$ cat config.mk
export PLATFORM = sky130hd
export DESIGN_NAME = cart_boot_loader
export DESIGN_NICKNAME = d
export VERILOG_FILES = /design/src/rtl/boot_pkg.sv /design/src/rtl/rom_byte_reader.sv /design/src/rtl/cart_boot_loader.sv
export SDC_FILE = /design/constraint.sdc
export NUM_CORES = 1
export LEC_CHECK = 0
export CAP_MARGIN = 40
export CORE_ASPECT_RATIO = 0.6
export CORE_MARGIN = 5
export CORE_UTILIZATION = 47
export CTS_CLUSTER_SIZE = 25
export DETAILED_ROUTE_END_ITERATION = 6
export GPL_TIMING_DRIVEN = 0
export PLACE_DENSITY = 0.67
export SETUP_SLACK_MARGIN = 0.4
export SLEW_MARGIN = 20
export SYNTH_ARGS = -nofsm -noshare
export SYNTH_HDL_FRONTEND = slang
export SYNTH_SLANG_ARGS = --single-unit
export TNS_END_PERCENT = 50
$ cat constraint.sdc
create_clock -name clk_in -period 4.03 [get_ports clk_in]
set_clock_uncertainty 0.1 [all_clocks]
set_input_delay 0.403 -clock clk_in [delete_from_list [all_inputs] [get_ports clk_in]]
set_output_delay 0.403 -clock clk_in [all_outputs]
set_load 0.01 [all_outputs]
$ cat src/rtl/boot_pkg.sv
// boot_pkg: shared types and constants for the cartridge boot loader.
package boot_pkg;
    typedef enum logic [2:0] {S_HDR, S_CLAMP, S_WORD, S_WRITE, S_DONE} boot_state_t;
    typedef enum logic [1:0] {R_IDLE, R_LATCH, R_LOW, R_SAMPLE} rd_state_t;
    localparam int INSTR_W = 32;
    localparam int HDR_LEN = 2;
endpackage

$ cat src/rtl/rom_byte_reader.sv
// rom_byte_reader: fetches one byte over the multiplexed ROM address port
// (latch high byte, hold low byte, sample).
module rom_byte_reader
    import boot_pkg::*;
#(
    parameter int ADDR_W      = 16,
    parameter int LATCH_PULSE = 2,
    parameter int DATA_WAIT   = 8
) (
    input  logic              clk_in,
    input  logic              rst_in,
    input  logic              req_in,
    input  logic [ADDR_W-1:0] addr_in,
    input  logic [7:0]        rom_data_in,
    output logic              ready_out,
    output logic              valid_out,
    output logic [7:0]        byte_out,
    output logic [7:0]        rom_addr_out,
    output logic              rom_latch_out
);
    localparam int CMAX = LATCH_PULSE > DATA_WAIT ? LATCH_PULSE : DATA_WAIT;
    localparam int CW   = $clog2(CMAX + 1);

    rd_state_t         state, next_state;
    logic [CW-1:0]     cnt;
    logic [ADDR_W-1:0] addr, next_addr;

    // The SAMPLE cycle also accepts the next request so bytes stream back to back.
    assign ready_out = state == R_IDLE || state == R_SAMPLE;
    assign valid_out = state == R_SAMPLE;
    assign byte_out  = rom_data_in;

    always_comb begin
        next_addr  = (ready_out && req_in) ? addr_in : addr;
        next_state = state;
        case (state)
            R_IDLE, R_SAMPLE: next_state = req_in ? R_LATCH : R_IDLE;
            R_LATCH:          next_state = cnt == CW'(LATCH_PULSE - 1) ? R_LOW : R_LATCH;
            R_LOW:            next_state = cnt == CW'(DATA_WAIT - 1) ? R_SAMPLE : R_LOW;
            default:          next_state = R_IDLE;
        endcase
    end

    always_ff @(posedge clk_in or negedge rst_in) begin
        if (!rst_in) begin
            state         <= R_IDLE;
            cnt           <= '0;
            addr          <= '0;
            rom_addr_out  <= '0;
            rom_latch_out <= 1'b0;
        end else begin
            state         <= next_state;
            cnt           <= next_state == state ? cnt + 1'b1 : '0;
            addr          <= next_addr;
            rom_latch_out <= next_state == R_LATCH;
            rom_addr_out  <= next_state == R_LATCH ? 8'(next_addr >> 8) : next_addr[7:0];
        end
    end
endmodule

$ cat src/rtl/cart_boot_loader.sv
// cart_boot_loader: copies a length-prefixed instruction image from cartridge ROM
// into program memory, holding the system in reset until the copy completes.
module cart_boot_loader
    import boot_pkg::*;
#(
    parameter int ADDR_W      = 16,
    parameter int WORD_ADDR_W = 12,
    parameter int LATCH_PULSE = 2,
    parameter int DATA_WAIT   = 8
) (
    input  logic                   clk_in,
    input  logic                   rst_in,
    input  logic                   start_in,
    output logic [7:0]             rom_addr_out,
    output logic                   rom_latch_out,
    input  logic [7:0]             rom_data_in,
    output logic                   pm_we_out,
    output logic [WORD_ADDR_W-1:0] pm_addr_out,
    output logic [INSTR_W-1:0]     pm_data_out,
    output logic                   sys_rst_out,
    output logic                   busy_out,
    output logic                   done_out,
    output logic                   err_out
);
    localparam int          KW  = WORD_ADDR_W + 1;
    localparam logic [16:0] CAP = 17'(1) << WORD_ADDR_W;

    boot_state_t        state, next_state;
    logic [ADDR_W-1:0]  rom_a;
    logic [15:0]        hdr;
    logic [KW-1:0]      n, k, k_inc;
    logic [2:0]         rq;
    logic [1:0]         rc;
    logic [INSTR_W-1:0] sh;
    logic               req, ready, valid, clamp;
    logic [7:0]         byte_v;

    assign k_inc = k + 1'b1;
    assign clamp = {1'b0, hdr} > CAP;

    rom_byte_reader #(
        .ADDR_W(ADDR_W), .LATCH_PULSE(LATCH_PULSE), .DATA_WAIT(DATA_WAIT)
    ) u_reader (
        .clk_in(clk_in), .rst_in(rst_in), .req_in(req), .addr_in(rom_a),
        .rom_data_in(rom_data_in), .ready_out(ready), .valid_out(valid),
        .byte_out(byte_v), .rom_addr_out(rom_addr_out), .rom_latch_out(rom_latch_out)
    );

    // req is raised one cycle ahead so the reader chains the next byte without a gap.
    always_comb begin
        next_state = state;
        req        = 1'b0;
        case (state)
            S_HDR: begin
                req = rom_a < ADDR_W'(HDR_LEN);
                if (valid && rc == 2'd1) next_state = S_CLAMP;
            end
            S_CLAMP: begin
                req        = hdr != '0;
                next_state = hdr == '0 ? S_DONE : S_WORD;
            end
            S_WORD: begin
                req = rq < 3'd4;
                if (valid && rc == 2'd3) next_state = S_WRITE;
            end
            S_WRITE: begin
                req        = k_inc < n;
                next_state = k_inc < n ? S_WORD : S_DONE;
            end
            S_DONE:  next_state = start_in ? S_HDR : S_DONE;
            default: next_state = S_HDR;
        endcase
    end

    always_ff @(posedge clk_in or negedge rst_in) begin
        if (!rst_in) begin
            state       <= S_HDR;
            rom_a       <= '0;
            hdr         <= '0;
            n           <= '0;
            k           <= '0;
            rq          <= '0;
            rc          <= '0;
            sh          <= '0;
            pm_we_out   <= 1'b0;
            pm_addr_out <= '0;
            pm_data_out <= '0;
            sys_rst_out <= 1'b1;
            busy_out    <= 1'b1;
            done_out    <= 1'b0;
            err_out     <= 1'b0;
        end else begin
            state       <= next_state;
            sys_rst_out <= next_state != S_DONE;
            busy_out    <= next_state != S_DONE;
            done_out    <= next_state == S_DONE;
            pm_we_out   <= next_state == S_WRITE;
            if (state == S_DONE && start_in) begin
                rom_a   <= '0;
                k       <= '0;
                err_out <= 1'b0;
            end else if (req && ready) begin
                rom_a <= rom_a + 1'b1;
                rq    <= state == S_WORD ? rq + 3'd1 : 3'd1;
            end
            if (valid) begin
                rc <= rc + 2'd1;
                if (state == S_HDR) hdr <= {byte_v, hdr[15:8]};
                else sh <= {byte_v, sh[INSTR_W-1:8]};
            end
            if (state == S_CLAMP) begin
                rc      <= '0;
                n       <= clamp ? KW'(CAP) : KW'(hdr);
                err_out <= clamp;
            end
            if (next_state == S_WRITE) begin
                pm_addr_out <= k[WORD_ADDR_W-1:0];
                pm_data_out <= {byte_v, sh[INSTR_W-1:8]};
            end
            if (state == S_WRITE) k <= k_inc;
        end
    end
endmodule
==> results of run 1 <==
[logic make-up after synthesis]
logic type / Yosys count / synth area share, %
flip-flops: 169 / 55.7
AND/OR/NAND/NOR: 151 / 10.9
AO/OA/AOI/OAI: 107 / 10.1
multiplexers: 101 / 14.9
buffers and inverters: 52 / 2.95
adder cells (fa/ha/maj): 23 / 3.79
XOR/XNOR: 14 / 1.62
[cell usage in the layout, fill, tap and decap left out, types with 17 or more instances in the layout]
master / n
nand2_1: 34
inv_1: 23
ha_1: 22
buf_4: 25
o21ai_0: 28
clkbuf_16: 17
clkdlybuf4s50_1: 67
a21oi_1: 22
mux2_2: 98
dfrtp_1: 165
[where the power goes]
group | switching, mW | internal, mW
sequential | 0.101 | 1.82
clock | 0.721 | 1.01
combinational | 0.205 | 0.231
total | 1.03 | 3.07
[layout make-up]
type	instances	area (sq um)	area share [%]
clock buffer	18	439	4.64
timing repair buffer	93	893	9.43
multi-input combinational	396	3220	34.0
sequential	169	4230	44.7
buffer	29	151	1.60
tap	209	262	2.76
clock inverter	13	181	1.92
inverter	23	86.3	0.911
[routing by layer]
layer	vias up	routed length [um]	track usage, %
met4	0	159	5.36
met2	151	7550	28.5
met5	-	0	0
met1	2730	8960	29.9
met3	17	970	3.81
li1	2485	-	-
[cell usage after synthesis (9+ instances only)]
master,instances,area share (%)
or4_1,10,0.99
a21oi_1,23,1.5
inv_1,23,1.1
nand3_1,17,1.1
mux2_2,98,15
nand2_1,35,1.7
nor3_1,13,0.86
nor2_1,18,0.89
ha_1,23,3.8
o21ai_0,28,1.8
a32o_1,10,1.3
o31ai_1,11,1.1
nand2b_1,14,1.2
xnor2_1,9,1.0
clkbuf_1,17,0.84
dfrtp_1,168,55
[metrics by stage]
stage	utilization, %	setup TNS, ps	setup WS, ps	hold slack, ps	power [mW]
after floorplan	-	0	715	7.41	2.18
after global placement	53.2	-729190	-4340	359	2.34
after detailed placement	53.5	0	63.6	296	2.37
after CTS	57.7	0	403	391	4.11
after global routing	59.1	0	372	410	4.27
final	59.1	0	583	395	4.09
[path summary, 6_finish.rpt]
check	to	slack (ps)	depth (start not counted)
setup / recovery	rom_a[13]	580	14
hold reg to reg	u_reader.addr[8]	400	1
min in group asynchronous	pm_data_out[28]	410	2
setup reg to reg	rom_a[13]	580	14
max in group asynchronous	busy_out	2530	3
hold / removal	u_reader.addr[8]	400	1
[worst max-delay path, delay by kind of cell, from the launching register on]
kind | cells | cell delay (ps)
xor+xnor | 1 | 170
fa+ha+maj | 1 | 260
compound gates | 3 | 430
flops | 1 | 390
buf+inv | 3 | 480
simple gates | 6 | 1540
[flip-flops by register name, indices dropped and copies added, names as in the netlist]
name                    cells
sh                         24
pm_addr_out                12
rom_a                      16
busy_out                    1
err_out                     1
hdr                        16
pm_we_out                   1
n                          13
state                       3
done_out                    1
u_reader.rom_latch_out      1
k                          13
u_reader.cnt                4
u_reader.addr              16
rq                          3
u_reader.state              2
rc                          2
pm_data_out                32
u_reader.rom_addr_out       8
[what timing repair did]
action / CTS / global route
endpoints found under the hold margin: 67 / 0
resized for setup: 8 / 22
buffers inserted: 3 / 19
hold buffers: 1 / 0
setup endpoints to repair: 45 / 45
pin swaps: 1 / 11
==> impl_metrics.env, run 1 <==
export IMPL_status="finished clean"
export IMPL_fp_dieArea_sq_mm=0.0189
export IMPL_drt_iter0_markers=454
export IMPL_max_stage_delay_ps=500
export IMPL_ir_drop_v=0.000319
export IMPL_synth_warnings=0
export IMPL_antenna_found_initial=0
export IMPL_fmax_mhz=290
export IMPL_slew_violations=0
export IMPL_grt_max_degree=103
export IMPL_end_kind="register"
export IMPL_num_rows=36
export IMPL_cts_root_buf="clkbuf_16"
export IMPL_area_growth_synth_to_final_pct=24.8
export IMPL_postSynthCellCount=617
export IMPL_gp_congestion=0.908
export IMPL_clock_sinks=169
export IMPL_ys_ff_latch=169
export IMPL_antenna_left=0
export IMPL_place_area_sq_mm=0.00858
export IMPL_dp_cells=896
export IMPL_antennaDiodeCount=0
export IMPL_synth_seq_area_share_pct=55.7
export IMPL_synth_distinct_cells=55
export IMPL_wl_per_cell_um=18.6
export IMPL_setup_violations=0
export IMPL_grt_pass1_wl_um=29400
export IMPL_nFillCells=1321
export IMPL_grtUsageTotal_pct=19.6
export IMPL_hold_class="reg -> reg"
export IMPL_numCtsBuffers=17
export IMPL_critPathRequiredTime_ps=4280
export IMPL_clk_pin_slew_ps=70
export IMPL_cts_buffer_depth=2
export IMPL_syn_area_per_cell_sq_um=12.3
export IMPL_hpwl_um=12400
export IMPL_cap_violations=0
export IMPL_drc=0
export IMPL_vias_per_cell=5.67
export IMPL_htreeDepth=4
export IMPL_crit_path_top_delay_cell="or4_1"
export IMPL_cp_cell_sequence="nand3_2 > nor2_4 > and4_4 > and3_1 > xor2_2 > ha_1 > a21boi_2 > nor4_4 > buf_4 > a211oi_4 > buf_6 > buf_4 > or4_1 > a21oi_1"
export IMPL_chipHeight_um=108
export IMPL_port_buffers=68
export IMPL_drive_gt1_share_pct=27.7
export IMPL_grt_pass1_vias=5380
export IMPL_worstSetupPathType="reg -> reg"
export IMPL_cp_arrival_ps=3700
export IMPL_cp_start_kind="register"
export IMPL_min_from="u_reader.addr[8]"
export IMPL_cellLeakagePower_nw=4.36
export IMPL_layout_nets=763
export IMPL_crit_top_cell="buf_4"
export IMPL_hold_viol=0
export IMPL_boundaryPins=69
export IMPL_synth_area_sq_mm=0.00759
export IMPL_r2r_start="k[3]"
export IMPL_synthesis_nets=651
export IMPL_crit_path_start="k[3]"
export IMPL_via_count=5383
export IMPL_die_x_um=174
export IMPL_finalCritPeriodShare_pct=85.5
export IMPL_routed_wirelength_um=17600
export IMPL_synth_edf_count=0
export IMPL_min_period_ps=3450
export IMPL_tightest_slew_ps=768
export IMPL_core_area_sq_mm=0.0160
export IMPL_cts_tree="done"
export IMPL_firstDrtPassIters=6
export IMPL_start_util_pct=47.3
export IMPL_fin_cells=950
export IMPL_rsz0062_at_grt="yes"
export IMPL_synth_top_flop_cell="dfrtp_1"
export IMPL_clkLatencyLatePin_ps=430
export IMPL_design_area_sq_mm=0.00947
export IMPL_p_per_area_mw_per_mm2=432
export IMPL_critPathMaxFanout=5
export IMPL_async_reset_ff_share_pct=100
export IMPL_overflow=0
export IMPL_maxSlewHeadroom_pct=48.4
(Power assumes the default switching activity.)
==> run 2: changes to the inputs <==
--- a/config.mk
+++ b/config.mk
@@ -6,7 +6,7 @@
 export NUM_CORES = 1
 export LEC_CHECK = 0
 export CAP_MARGIN = 40
-export CORE_ASPECT_RATIO = 0.6
+export CORE_ASPECT_RATIO = 1.75
 export CORE_MARGIN = 5
 export CORE_UTILIZATION = 47
 export CTS_CLUSTER_SIZE = 25
==> run 2 against run 1 <==
Flip-flop and latch count is the same. Count of clock-buffer cells in the layout shrank 1. Maximum frequency shrank 1.1%. Combinational power shrank 3%. Clock power shrank 5%. Sequential share of layout area grew 0.54 points. First-iteration DRC count shrank 60%. Wire length shrank 2.4%. Worst setup slack lost 39 ps. Largest cell class unchanged. Largest power group unchanged. Highest routed layer unchanged.
==> impl_metrics.env, run 2 (synthesis results as in run 1) <==
export IMPL_cp_arrival_ps=3690
export IMPL_grt_max_degree=98
export IMPL_hpwl_um=12400
export IMPL_boundaryPins=69
export IMPL_wl_per_cell_um=18.6
export IMPL_cts_root_buf="clkbuf_16"
export IMPL_grt_pass1_wl_um=29000
export IMPL_reg_top3="pm_data_out: 32 flops, sh: 24 flops"
export IMPL_antenna_left=0
export IMPL_hold_class="reg -> reg"
export IMPL_largest_register="pm_data_out"
export IMPL_layout_commonest_cell="dfrtp_1"
export IMPL_clkLatencyLatePin_ps=430
export IMPL_maxSlewHeadroom_pct=44.9
export IMPL_tightest_slew_ps=825
export IMPL_cellLeakagePower_nw=4.31
export IMPL_status="finished clean"
export IMPL_hold_viol=0
export IMPL_fin_hold_ws_ps=396
export IMPL_firstDrtPassIters=4
export IMPL_area_growth_synth_to_final_pct=23.3
export IMPL_drt_iter0_markers=180
export IMPL_num_rows=61
export IMPL_cp_start_kind="register"
export IMPL_antennaDiodeCount=0
export IMPL_cap_violations=0
export IMPL_final_cell_mix="dfrtp_1 (165), mux2_2 (98), clkdlybuf4s50_1 (67)"
export IMPL_rsz0062_at_grt="no"
export IMPL_layout_nets=757
export IMPL_numCtsBuffers=17
export IMPL_fmax_mhz=287
export IMPL_vias_per_cell=5.71
export IMPL_setup_violations=0
export IMPL_fp_dieArea_sq_mm=0.0189
export IMPL_p_per_area_mw_per_mm2=427
export IMPL_finalCritPeriodShare_pct=86.5
export IMPL_min_period_ps=3490
export IMPL_antenna_found_initial=0
export IMPL_via_count=5281
export IMPL_chipHeight_um=178
export IMPL_cts_buffer_depth=2
export IMPL_htreeDepth=4
export IMPL_clk_pin_slew_ps=80
export IMPL_power_mw=4.00
export IMPL_critPathRequiredTime_ps=4240
export IMPL_grtUsageTotal_pct=19.3
export IMPL_cts_tree="done"
export IMPL_start_util_pct=47.8
export IMPL_nFillCells=1314
export IMPL_slew_violations=0
export IMPL_port_buffers=68
export IMPL_gp_congestion=0.927
export IMPL_drive_gt1_share_pct=26.5
export IMPL_drc=0
export IMPL_core_area_sq_mm=0.0159
export IMPL_overflow=0
export IMPL_end_kind="register"
export IMPL_largest_register_ff_count=32
export IMPL_die_x_um=106
export IMPL_clock_sinks=169
export IMPL_grt_pass1_vias=5774
export IMPL_routed_wirelength_um=17200
export IMPL_critPathMaxFanout=10
export IMPL_worstSetupPathType="reg -> reg"
export IMPL_ir_drop_v=0.000255
==> run 2: cell types whose count changed in the layout (fill, tap and decap cells not counted), moves of 2 or more <==
cell	change
buf_4	-8
buf_2	+2
bufinv_16	-2
clkinv_8	+2
nor3_1	-2
nor3_2	+2
o311ai_0	-2
o311ai_1	+2
==> run 2: timing repair <==
action | 4_1_cts | 5_1_grt
setup endpoints to repair | 34 | 36
buffers inserted | 7 | 9
hold endpoints to repair | 96 | 0
hold buffers | 1 | 0
pin swaps | 3 | 6
gates resized for setup | 12 | 7
==> run 2: report_power, final <==
part / total, mW / switching (mW) / internal, mW
registers: 1.92 / 0.0981 / 1.82
logic: 0.424 / 0.200 / 0.224
clock network: 1.65 / 0.765 / 0.890
==> run 2: final cells by class <==
cell class	count	area, sq um	share of cell area [%]
buffer	29	141	1.51
clock buffer	17	425	4.55
clock inverter	15	174	1.86
inverter	23	86.3	0.923
multi-input combinational	396	3200	34.2
sequential	169	4230	45.2
tap	189	236	2.53
timing repair buffer	87	861	9.20
==> run 2: per-stage QoR <==
stage / worst slack [ps] / instance area [sq um] / TNS, ps / instances / utilization, %
finish: 544 / 9360 / 0 / 925 / 58.9
global route: 358 / 9360 / 0 / 925 / 58.9
CTS: 417 / 9260 / 0 / 916 / 58.3
detailed placement: 142 / 8550 / 0 / 876 / 53.9
global placement: -4260 / 8510 / -715080 / 874 / 53.6
floorplan: 715 / 7590 / 0 / 617 / -
==> run 2: final timing paths <==
check | startpoint | to | slack (ps) | depth (start not counted)
worst max-delay path | k[0] | u_reader.addr[8] | 540 | 12
worst min-delay path | rq[0] | rq[0] | 400 | 1
worst max register to register | k[0] | u_reader.addr[8] | 540 | 12
worst min register to register | rq[0] | rq[0] | 400 | 1
max in group asynchronous | rst_in | k[0] | 2500 | 3
min in group asynchronous | rst_in | u_reader.rom_addr_out[2] | 460 | 2
==> run 2: critical path, stage by stage (launching register included) <==
cell and delay [ps]:
dfrtp_2 480, ha_1 270, and4_2 280, and3_1 200, xor2_1 160, ha_1 300, nand4_1 140, a211oi_2 250
o21ai_4 150, a211o_1 380, nand2_4 140, buf_6 170, mux2_2 340
==> run 2: metal layers <==
| metal | vias to the layer above | wire (um) | track usage (%) |
|---|---|---|---|
| met1 | 2662 | 6740 | 21.4 |
| met3 | 29 | 522 | 3.55 |
| li1 | 2474 | - | - |
| met2 | 116 | 9570 | 36.1 |
| met5 | - | 0 | 0 |
| met4 | 0 | 386 | 7.94 |
